**src/rtl/vga_text_sequencer.sv**
```systemverilog
// Text console: places glyphs at the cursor and sequences clear/scroll on the char/colour RAM write port.
// Latency: glyph 3 cycles, clear 2*ROWS*COLS, scroll 4*(ROWS-1)*COLS+2*COLS; cursor/colour writes 1 cycle.
// Backpressure: busy while sequencing; writes during busy are dropped and flagged. VGA_TEXT_AUTOSCROLL_EN scrolls on overflow.
module vga_text_sequencer #(
    parameter int         COLS        = 50,
    parameter int         ROWS        = 37,
    parameter logic [7:0] RESET_COLOR = 8'hF0
) (
    input  logic        clk_20MHz,
    input  logic        n_reset,
    input  logic [2:0]  reg_sel,
    input  logic [7:0]  reg_wdata,
    input  logic        reg_we,
    input  logic        status_rd,
    output logic [7:0]  status,
    output logic        busy,
    output logic [5:0]  cur_x,
    output logic [5:0]  cur_y,
    output logic [12:0] ram_addr,
    output logic [7:0]  ram_wdata,
    output logic        ram_we,
    input  logic [7:0]  ram_rdata
);
    typedef enum logic [3:0] {
        S_IDLE, S_PUT_C, S_PUT_A, S_ADV,
        S_RD_C, S_WR_C, S_RD_A, S_WR_A,
        S_FILL_C, S_FILL_A
    } state_t;

    localparam logic [5:0] LAST_X     = 6'(COLS - 1);
    localparam logic [5:0] LAST_Y     = 6'(ROWS - 1);
    localparam logic [5:0] SCR_LAST_Y = 6'(ROWS - 2);

    state_t     state_q, state_d;
    logic [5:0] x_q, x_d, y_q, y_d, col_q, col_d, row_q, row_d;
    logic [7:0] color_q, color_d, code_q, code_d;
    logic       dropped_q, dropped_d, clr_q, clr_d;
    logic [5:0] y_next, row_p1;
    logic       lf_scroll;

    assign row_p1 = row_q + 6'd1;
    assign busy   = (state_q != S_IDLE);
    assign status = {busy, dropped_q, 6'b0};
    assign cur_x  = x_q;
    assign cur_y  = y_q;

    // Next cursor row for a line feed or wrap past the last column.
    always_comb begin
        lf_scroll = 1'b0;
        y_next    = y_q + 6'd1;
        if (y_q == LAST_Y) begin
`ifdef VGA_TEXT_AUTOSCROLL_EN
            y_next    = y_q;
            lf_scroll = 1'b1;
`else
            y_next    = '0;
`endif
        end
    end

    always_comb begin
        state_d   = state_q;
        x_d       = x_q;
        y_d       = y_q;
        col_d     = col_q;
        row_d     = row_q;
        color_d   = color_q;
        code_d    = code_q;
        clr_d     = clr_q;
        dropped_d = dropped_q;
        ram_we    = 1'b0;
        ram_addr  = '0;
        ram_wdata = '0;
        if (status_rd) dropped_d = 1'b0;
        if (reg_we && state_q != S_IDLE) dropped_d = 1'b1;
        case (state_q)
            S_IDLE: begin
                if (reg_we) begin
                    case (reg_sel)
                        3'd0: begin
                            if (reg_wdata == 8'h0D) begin
                                x_d = '0;
                            end else if (reg_wdata == 8'h0A) begin
                                x_d = '0;
                                y_d = y_next;
                                if (lf_scroll) begin
                                    state_d = S_RD_C;
                                    row_d   = '0;
                                    col_d   = '0;
                                end
                            end else if (reg_wdata == 8'h08) begin
                                if (x_q != 6'd0) x_d = x_q - 6'd1;
                            end else begin
                                code_d  = reg_wdata;
                                state_d = S_PUT_C;
                            end
                        end
                        3'd1: color_d = reg_wdata;
                        3'd2: x_d = (reg_wdata > 8'(COLS - 1)) ? LAST_X : reg_wdata[5:0];
                        3'd3: y_d = (reg_wdata > 8'(ROWS - 1)) ? LAST_Y : reg_wdata[5:0];
                        3'd4: begin
                            if (reg_wdata[0]) begin
                                state_d = S_FILL_C;
                                row_d   = '0;
                                col_d   = '0;
                                clr_d   = 1'b1;
                            end else if (reg_wdata[1]) begin
                                state_d = S_RD_C;
                                row_d   = '0;
                                col_d   = '0;
                            end
                        end
                        default: ;
                    endcase
                end
            end
            S_PUT_C: begin
                ram_we    = 1'b1;
                ram_addr  = {1'b0, y_q, x_q};
                ram_wdata = code_q;
                state_d   = S_PUT_A;
            end
            S_PUT_A: begin
                ram_we    = 1'b1;
                ram_addr  = {1'b1, y_q, x_q};
                ram_wdata = color_q;
                state_d   = S_ADV;
            end
            S_ADV: begin
                state_d = S_IDLE;
                if (x_q == LAST_X) begin
                    x_d = '0;
                    y_d = y_next;
                    if (lf_scroll) begin
                        state_d = S_RD_C;
                        row_d   = '0;
                        col_d   = '0;
                    end
                end else begin
                    x_d = x_q + 6'd1;
                end
            end
            // Row r+1 is read the cycle before it is written into row r.
            S_RD_C: begin
                ram_addr = {1'b0, row_p1, col_q};
                state_d  = S_WR_C;
            end
            S_WR_C: begin
                ram_we    = 1'b1;
                ram_addr  = {1'b0, row_q, col_q};
                ram_wdata = ram_rdata;
                state_d   = S_RD_A;
            end
            S_RD_A: begin
                ram_addr = {1'b1, row_p1, col_q};
                state_d  = S_WR_A;
            end
            S_WR_A: begin
                ram_we    = 1'b1;
                ram_addr  = {1'b1, row_q, col_q};
                ram_wdata = ram_rdata;
                state_d   = S_RD_C;
                if (col_q == LAST_X) begin
                    col_d = '0;
                    if (row_q == SCR_LAST_Y) begin
                        row_d   = LAST_Y;
                        state_d = S_FILL_C;
                    end else begin
                        row_d = row_p1;
                    end
                end else begin
                    col_d = col_q + 6'd1;
                end
            end
            S_FILL_C: begin
                ram_we    = 1'b1;
                ram_addr  = {1'b0, row_q, col_q};
                ram_wdata = 8'h20;
                state_d   = S_FILL_A;
            end
            S_FILL_A: begin
                ram_we    = 1'b1;
                ram_addr  = {1'b1, row_q, col_q};
                ram_wdata = color_q;
                state_d   = S_FILL_C;
                if (col_q == LAST_X) begin
                    col_d = '0;
                    if (row_q == LAST_Y) begin
                        state_d = S_IDLE;
                        clr_d   = 1'b0;
                        if (clr_q) begin
                            x_d = '0;
                            y_d = '0;
                        end
                    end else begin
                        row_d = row_p1;
                    end
                end else begin
                    col_d = col_q + 6'd1;
                end
            end
            default: state_d = S_IDLE;
        endcase
    end

    always_ff @(posedge clk_20MHz) begin
        if (!n_reset) begin
            state_q   <= S_IDLE;
            x_q       <= '0;
            y_q       <= '0;
            col_q     <= '0;
            row_q     <= '0;
            color_q   <= RESET_COLOR;
            code_q    <= '0;
            clr_q     <= 1'b0;
            dropped_q <= 1'b0;
        end else begin
            state_q   <= state_d;
            x_q       <= x_d;
            y_q       <= y_d;
            col_q     <= col_d;
            row_q     <= row_d;
            color_q   <= color_d;
            code_q    <= code_d;
            clr_q     <= clr_d;
            dropped_q <= dropped_d;
        end
    end
endmodule
```
**config.mk**
```make
export PLATFORM = sky130hd
export DESIGN_NAME = vga_text_sequencer
export DESIGN_NICKNAME = d
export VERILOG_FILES = /design/src/rtl/vga_text_sequencer.sv
export SDC_FILE = /design/constraint.sdc
export NUM_CORES = 1
export LEC_CHECK = 0
export ABC_CLOCK_PERIOD_IN_PS = 2500
export BUFFER_PORTS_ARGS = -buffer_cell sky130_fd_sc_hd__buf_4
export CAP_MARGIN = 20
export CORE_AREA = 2 2 85 87
export CTS_BUF_LIST = sky130_fd_sc_hd__clkbuf_8
export CTS_CLUSTER_SIZE = 25
export DETAILED_ROUTE_END_ITERATION = 10
export DIE_AREA = 0 0 87 89
export PLACE_DENSITY_LB_ADDON = 0.3
export SETUP_SLACK_MARGIN = 0.02
export SYNTH_ARGS = -nofsm -noshare
export SYNTH_HDL_FRONTEND = slang
export SYNTH_SLANG_ARGS = --single-unit
```
**constraint.sdc**
```tcl
create_clock -name clk_20MHz -period 2.5 [get_ports clk_20MHz]
set_input_delay 0 -clock clk_20MHz [delete_from_list [all_inputs] [get_ports clk_20MHz]]
set_output_delay 0 -clock clk_20MHz [all_outputs]
set_load 0.03 [all_outputs]
```
==> impl_metrics.yaml, run 1 <==
die:
  num_rows: 30
  dieArea_mm2: 0.00774
  core-area_mm2: 0.00672
  die_y_um: 89
  start_util_pct: 51.5
  dieWidth_um: 87
  pin_count: 66
cells_and_area:
  final_cell_mix: "buf_4 (85), nor2_1 (49), dfxtp_1 (44)"
  n_antenna_cell: 0
  num-fill-cells: 615
  fin_area_mm2: 0.00425
  layout-drive-gt1-share_pct: 21.1
  layout.nets: 558
  final_common_cell: "buf_4"
  final_cell_count_no_fill: 606
  area_growth_pct: 22.8
clock_tree:
  clock_path_buffers: 2
  cts_made_buffers: 5
  clock_sinks: 46
  postCtsSetupBuffers: 0
  clk_latency_ns: 0.32
  htreeDepth: 2
  cts_root_buf: "clkbuf_8"
  cts_tree: "done"
  clk_pin_slew_ns: 0.10
yosys:
  ys.flop_type: "dfxtp_1"
  synth_cell_types: 69
  syn_inst: 458
  yosysSeqAreaShare_pct: 26.6
  postSynthAreaPerCell_um2: 7.56
  ys_warn_count: 0
  synthArstFlopShare_pct: 0
  synth_seq_cells: 46
  synth_edf_count: 0
  synth_area_mm2: 0.00346
pwr:
  p_leak_nw: 1.84
  power_density_mw_per_mm2: 575
  peakVddDrop_mv: 0.300
critical_path:
  cp.required_ns: 2.71
  cp_cell_sequence: "or3_4 > nor2_4 > inv_4 > nor2_2 > nand4b_1 > buf_4 > mux2i_1 > nand2_1 > dlygate4sd3_1"
  arrival_ns: 2.56
  cp-end-kind: "register"
  path_max_fanout: 9
  path_class: "register to register"
  crit_slowest_cell: "dlygate4sd3_1"
  cp-start-kind: "register"
  critPathMaxStageDelay_ns: 0.56
timing:
  drv_slew: 0
  worst_pin_slew_ns: 0.632
  hold_viol: 0
  min_period_ns: 2.35
  tns_ns: 0
  final.period_utilization_pct: 94.1
  setup_viol: 0
  fmax_mhz: 425
  slew_headroom_pct: 57.6
  rsz0062_at_grt: "no"
  final.setup_skew_ns: 0.0149
place:
  postPlaceCellArea_mm2: 0.00402
  hpwl_um: 7260
  io_buffer_count: 59
  gp_congestion: 1.01
  placedCellCount: 588
flow_run:
  maxCapViolCount: 0
grt:
  grt_max_degree: 24
  grtUsageTotal_pct: 26.5
  grt_pass1_wl_um: 16500
  grt_overflow_total: 0
  grt_pass1_vias: 3464
  antenna_found_initial: 0
drt:
  drt-total-wl_um: 10000
  drc_errors: 0
  vias: 3696
  drt_iter0_markers: 416
  vias_per_cell: 6.10
  ant_nets: 0
  wire_per_inst_um: 16.6
  firstDrtPassIters: 7
outcome:
  status: "completed"
min_path:
  hp-class: "primary input to register"
## layout make-up
cell class	count	area, µm²	area share (%)
Multi-Input combinational cell	357	2280	53.7
Inverter	19	73.8	1.74
Sequential cell	46	923	21.7
Clock buffer	5	68.8	1.62
Timing Repair Buffer	96	758	17.8
Tap cell	80	100	2.36
Clock inverter	3	43.8	1.03
## synthesized netlist by cell type (all sizes together), types with 9 or more instances
cell type,instances,area (µm²)
clkbuf,20,75.1
buf,21,140
nor2b,13,81.3
dfxtp,46,921
o21ai,24,120
xor2,9,78.8
a21oi,29,145
mux2i,18,180
nor3,11,66.3
nand2,38,143
ha,10,125
a22oi,11,82.6
inv,19,73.8
nor2,52,203
a211oi,9,67.6
nand3,16,80.1
## routing by layer
metal,track usage (%),wire [µm],vias to the layer above
li1,-,-,1775
met1,33.6,4240,1721
met2,45.0,4810,176
met3,4.80,777,24
met4,10.4,217,0
met5,0,0,-
## repair_timing
action / CTS / global route
hold buffers: 10 / 0
gates resized for setup: 1 / 5
endpoints found under the setup margin: 2 / 14
hold endpoints to repair: 8 / 0
## flip-flops by register name, summed over array words and instances, names as in the netlist
register,flops
col_q,6
row_q,6
clr_q,1
code_q,8
color_q,8
cur_x,6
state_q,4
cur_y,6
dropped_q,1
## final timing paths
check / endpoint / startpoint / depth (start not counted) / slack, ns
max: color_q[6] / state_q[2] / 9 / 0.15
max reg2reg: color_q[6] / state_q[2] / 9 / 0.15
min reg2reg: color_q[4] / color_q[4] / 2 / 0.50
min: code_q[3] / reg_wdata[3] / 3 / 0.03
## metrics by stage
step,hold WS [ns],util [%],worst slack (ns),power [W]
final,0.0274,63.3,0.148,0.00245
after global routing,0.0538,63.3,0.0397,0.00258
after CTS,0.0205,63.1,0.115,0.00243
after detailed placement,0.254,59.9,0.192,0.00184
after global placement,0.237,59.9,0.285,0.00183
after floorplan,0.125,-,0.394,0.00153
## cell families after synthesis
logic type / Yosys count / share of synthesized area, %
AND/OR/NAND/NOR: 182 / 27.8
AO/OA/AOI/OAI: 126 / 24.5
buffers and inverters: 60 / 8.35
flip-flops: 46 / 26.6
multiplexers: 18 / 5.20
XOR/XNOR: 15 / 3.79
adder cells (fa/ha/maj): 10 / 3.61
other: 1 / 0.108
## critical path: cells and delay by family, from the launching register on
family / cells / cell delay [ns]
muxes: 1 / 0.16
DFF: 1 / 0.41
buffers and inverters: 3 / 0.83
and+or+nand+nor: 5 / 0.85
## report_power, final
part	switching, W	internal [W]	total, W
logic	0.000601	0.000407	0.00101
registers	0.0000678	0.000781	0.000849
clock network	0.000289	0.000300	0.000589
No activity file was read; power rests on OpenSTA's default activity.
==> inputs of run 2 (changes only) <==
--- a/config.mk
+++ b/config.mk
@@ -8,11 +8,11 @@
 export ABC_CLOCK_PERIOD_IN_PS = 2500
 export BUFFER_PORTS_ARGS = -buffer_cell sky130_fd_sc_hd__buf_4
 export CAP_MARGIN = 20
-export CORE_AREA = 2 2 85 87
+export CORE_AREA = 2 2 81 91
 export CTS_BUF_LIST = sky130_fd_sc_hd__clkbuf_8
 export CTS_CLUSTER_SIZE = 25
 export DETAILED_ROUTE_END_ITERATION = 10
-export DIE_AREA = 0 0 87 89
+export DIE_AREA = 0 0 83 93
 export PLACE_DENSITY_LB_ADDON = 0.3
 export SETUP_SLACK_MARGIN = 0.02
 export SYNTH_ARGS = -nofsm -noshare
==> run 2 against run 1 <==
  * Register-to-register slack got worse by 0.02 ns
  * Clock skew is 0.0049 ns lower
  * Via count shrank 0.32%
  * Core utilization shrank 1.0 points
  * Hold slack worse by 0.018 ns
  * Clock power fell by 19%
  * Combinational power barely moved
==> impl_metrics.yaml, run 2 (synthesis gave the netlist of run 1 again) <==
outcome:
  status: "completed"
timing:
  rsz0062_at_grt: "yes"
  fmax_mhz: 422
  final.setup_skew_ns: 0.00999
  final.period_utilization_pct: 94.8
  tns_ns: 0
  setup_viol: 0
  worst_pin_slew_ns: 0.579
  worst_slack_ns: 0.131
  min_period_ns: 2.37
  drv_slew: 0
  slew_headroom_pct: 61.1
  hold_viol: 0
drt:
  drc_errors: 0
  vias_per_cell: 5.98
  dr_wl_met2_um: 5220
  ant_nets: 0
  wire_per_inst_um: 16.7
  vias: 3684
  wl_met3_um: 518
  met1_length_um: 4370
  firstDrtPassIters: 5
  drt_iter0_markers: 286
  highest_layer: "met4"
  drt-total-wl_um: 10300
cells_and_area:
  reg.largest.list: "code_q: 8 flops, color_q: 8 flops"
  n_antenna_cell: 0
  final_util_pct: 62.2
  final_cell_mix: "buf_4 (92), nor2_1 (49), dfxtp_1 (45)"
  area_growth_pct: 23.1
  final_cell_count_no_fill: 616
  layout.nets: 563
  layout-drive-gt1-share_pct: 21.8
  final_common_cell: "buf_4"
place:
  io_buffer_count: 59
  dp_slack_ns: 0.232
  placedCellCount: 599
  hpwl_um: 7610
  gp_congestion: 0.924
clock_tree:
  htreeDepth: 2
  clk_pin_slew_ns: 0.10
  cts_root_buf: "clkbuf_8"
  cts_tree: "done"
  clock_sinks: 46
  clk_latency_ns: 0.31
  cts_made_buffers: 5
  clock_path_buffers: 2
critical_path:
  cp-start-kind: "register"
  worst-path-buf-inv: 3
  crit_family: "simple AND/OR/NAND/NOR gates"
  path_max_fanout: 11
  critPathMaxStageDelay_ns: 0.55
  cp.required_ns: 2.71
  crit_slowest_cell: "dlygate4sd3_1"
  path_class: "register to register"
  cp_cell_sequence: "or3_4 > nor2_4 > inv_4 > nor2_2 > nand4b_1 > buf_6 > mux2i_1 > nand2_1 > dlygate4sd3_1"
  cp-end-kind: "register"
  arrival_ns: 2.58
flow_run:
  maxCapViolCount: 0
pwr:
  peakVddDrop_mv: 0.372
  power_density_mw_per_mm2: 551
  power.internal_w: 0.00139
  power_frac_seq_pct: 36.1
  p_clk_share_pct: 20.3
  swShare_pct: 40.6
  p_comb_share_pct: 43.6
  switchingPower_w: 0.000955
  p_leak_nw: 1.85
die:
  core-area_mm2: 0.00685
  pin_count: 66
  dieWidth_um: 83
  die_y_um: 93
  dieArea_mm2: 0.00772
  start_util_pct: 50.6
  num_rows: 32
grt:
  grtUsageTotal_pct: 26.5
  grt_pass1_wl_um: 16900
  grt_pass1_vias: 3568
  grt_overflow_total: 0
  grt_max_degree: 33
  antenna_found_initial: 0
min_path:
  hp-class: "primary input to register"
==> run 2: cell type report <==
cell class / instances / area, µm²
fillers: 639 / 2590
multi-input cells: 357 / 2280
flip-flops and latches: 46 / 922
repair buffers: 101 / 792
well taps: 85 / 106
inverters: 19 / 73.8
clock buffers: 5 / 68.8
clock inverters: 3 / 21.3
==> run 2: path summary, 6_finish.rpt <==
check	startpoint	end	slack, ns	depth (start not counted)
setup / recovery	state_q[1]	color_q[6]	0.13	9
hold / removal	reg_wdata[2]	color_q[2]	0.01	3
setup reg to reg	state_q[1]	color_q[6]	0.13	9
hold reg to reg	color_q[4]	color_q[4]	0.51	2
==> run 2: per-layer routing <==
| metal | vias up | GRT usage [%] |
|---|---|---|
| li1 | 1788 | - |
| met2 | 136 | 48.0 |
| met4 | 0 | 7.92 |
| met3 | 14 | 3.71 |
| met5 | - | 0 |
| met1 | 1746 | 32.6 |
==> run 2: stage by stage <==
| step | total power (W) | area [µm²] | hold WS, ns |
|---|---|---|---|
| finish | 0.00235 | 4260 | 0.00988 |
| global route | 0.00248 | 4260 | 0.0115 |
| CTS | 0.00233 | 4240 | 0.00550 |
| detailed placement | 0.00185 | 4080 | 0.253 |
| global placement | 0.00184 | 4080 | 0.242 |
| floorplan | 0.00153 | 3480 | 0.125 |
==> run 2: tightest hold or removal path, stage by stage <==
cell     delay (ns)
buf_4          0.14
mux2i_1        0.08
nor2_1         0.07
==> run 2: what timing repair did <==
item | CTS | global route
endpoints found under the hold margin | 7 | 0
hold buffers | 7 | 0
setup buffers | 0 | 2
endpoints found under the setup margin | 0 | 10
resized for setup | 0 | 4
==> run 2: power groups by stage <==
stage	registers (W)	clock network [W]	logic [W]
after CTS	0.000846	0.000489	0.000998
after global routing	0.000859	0.000516	0.00111
after detailed placement	0.000863	0	0.000987
after floorplan	0.000898	0	0.000635
after global placement	0.000861	0	0.000976
final	0.000849	0.000477	0.00102
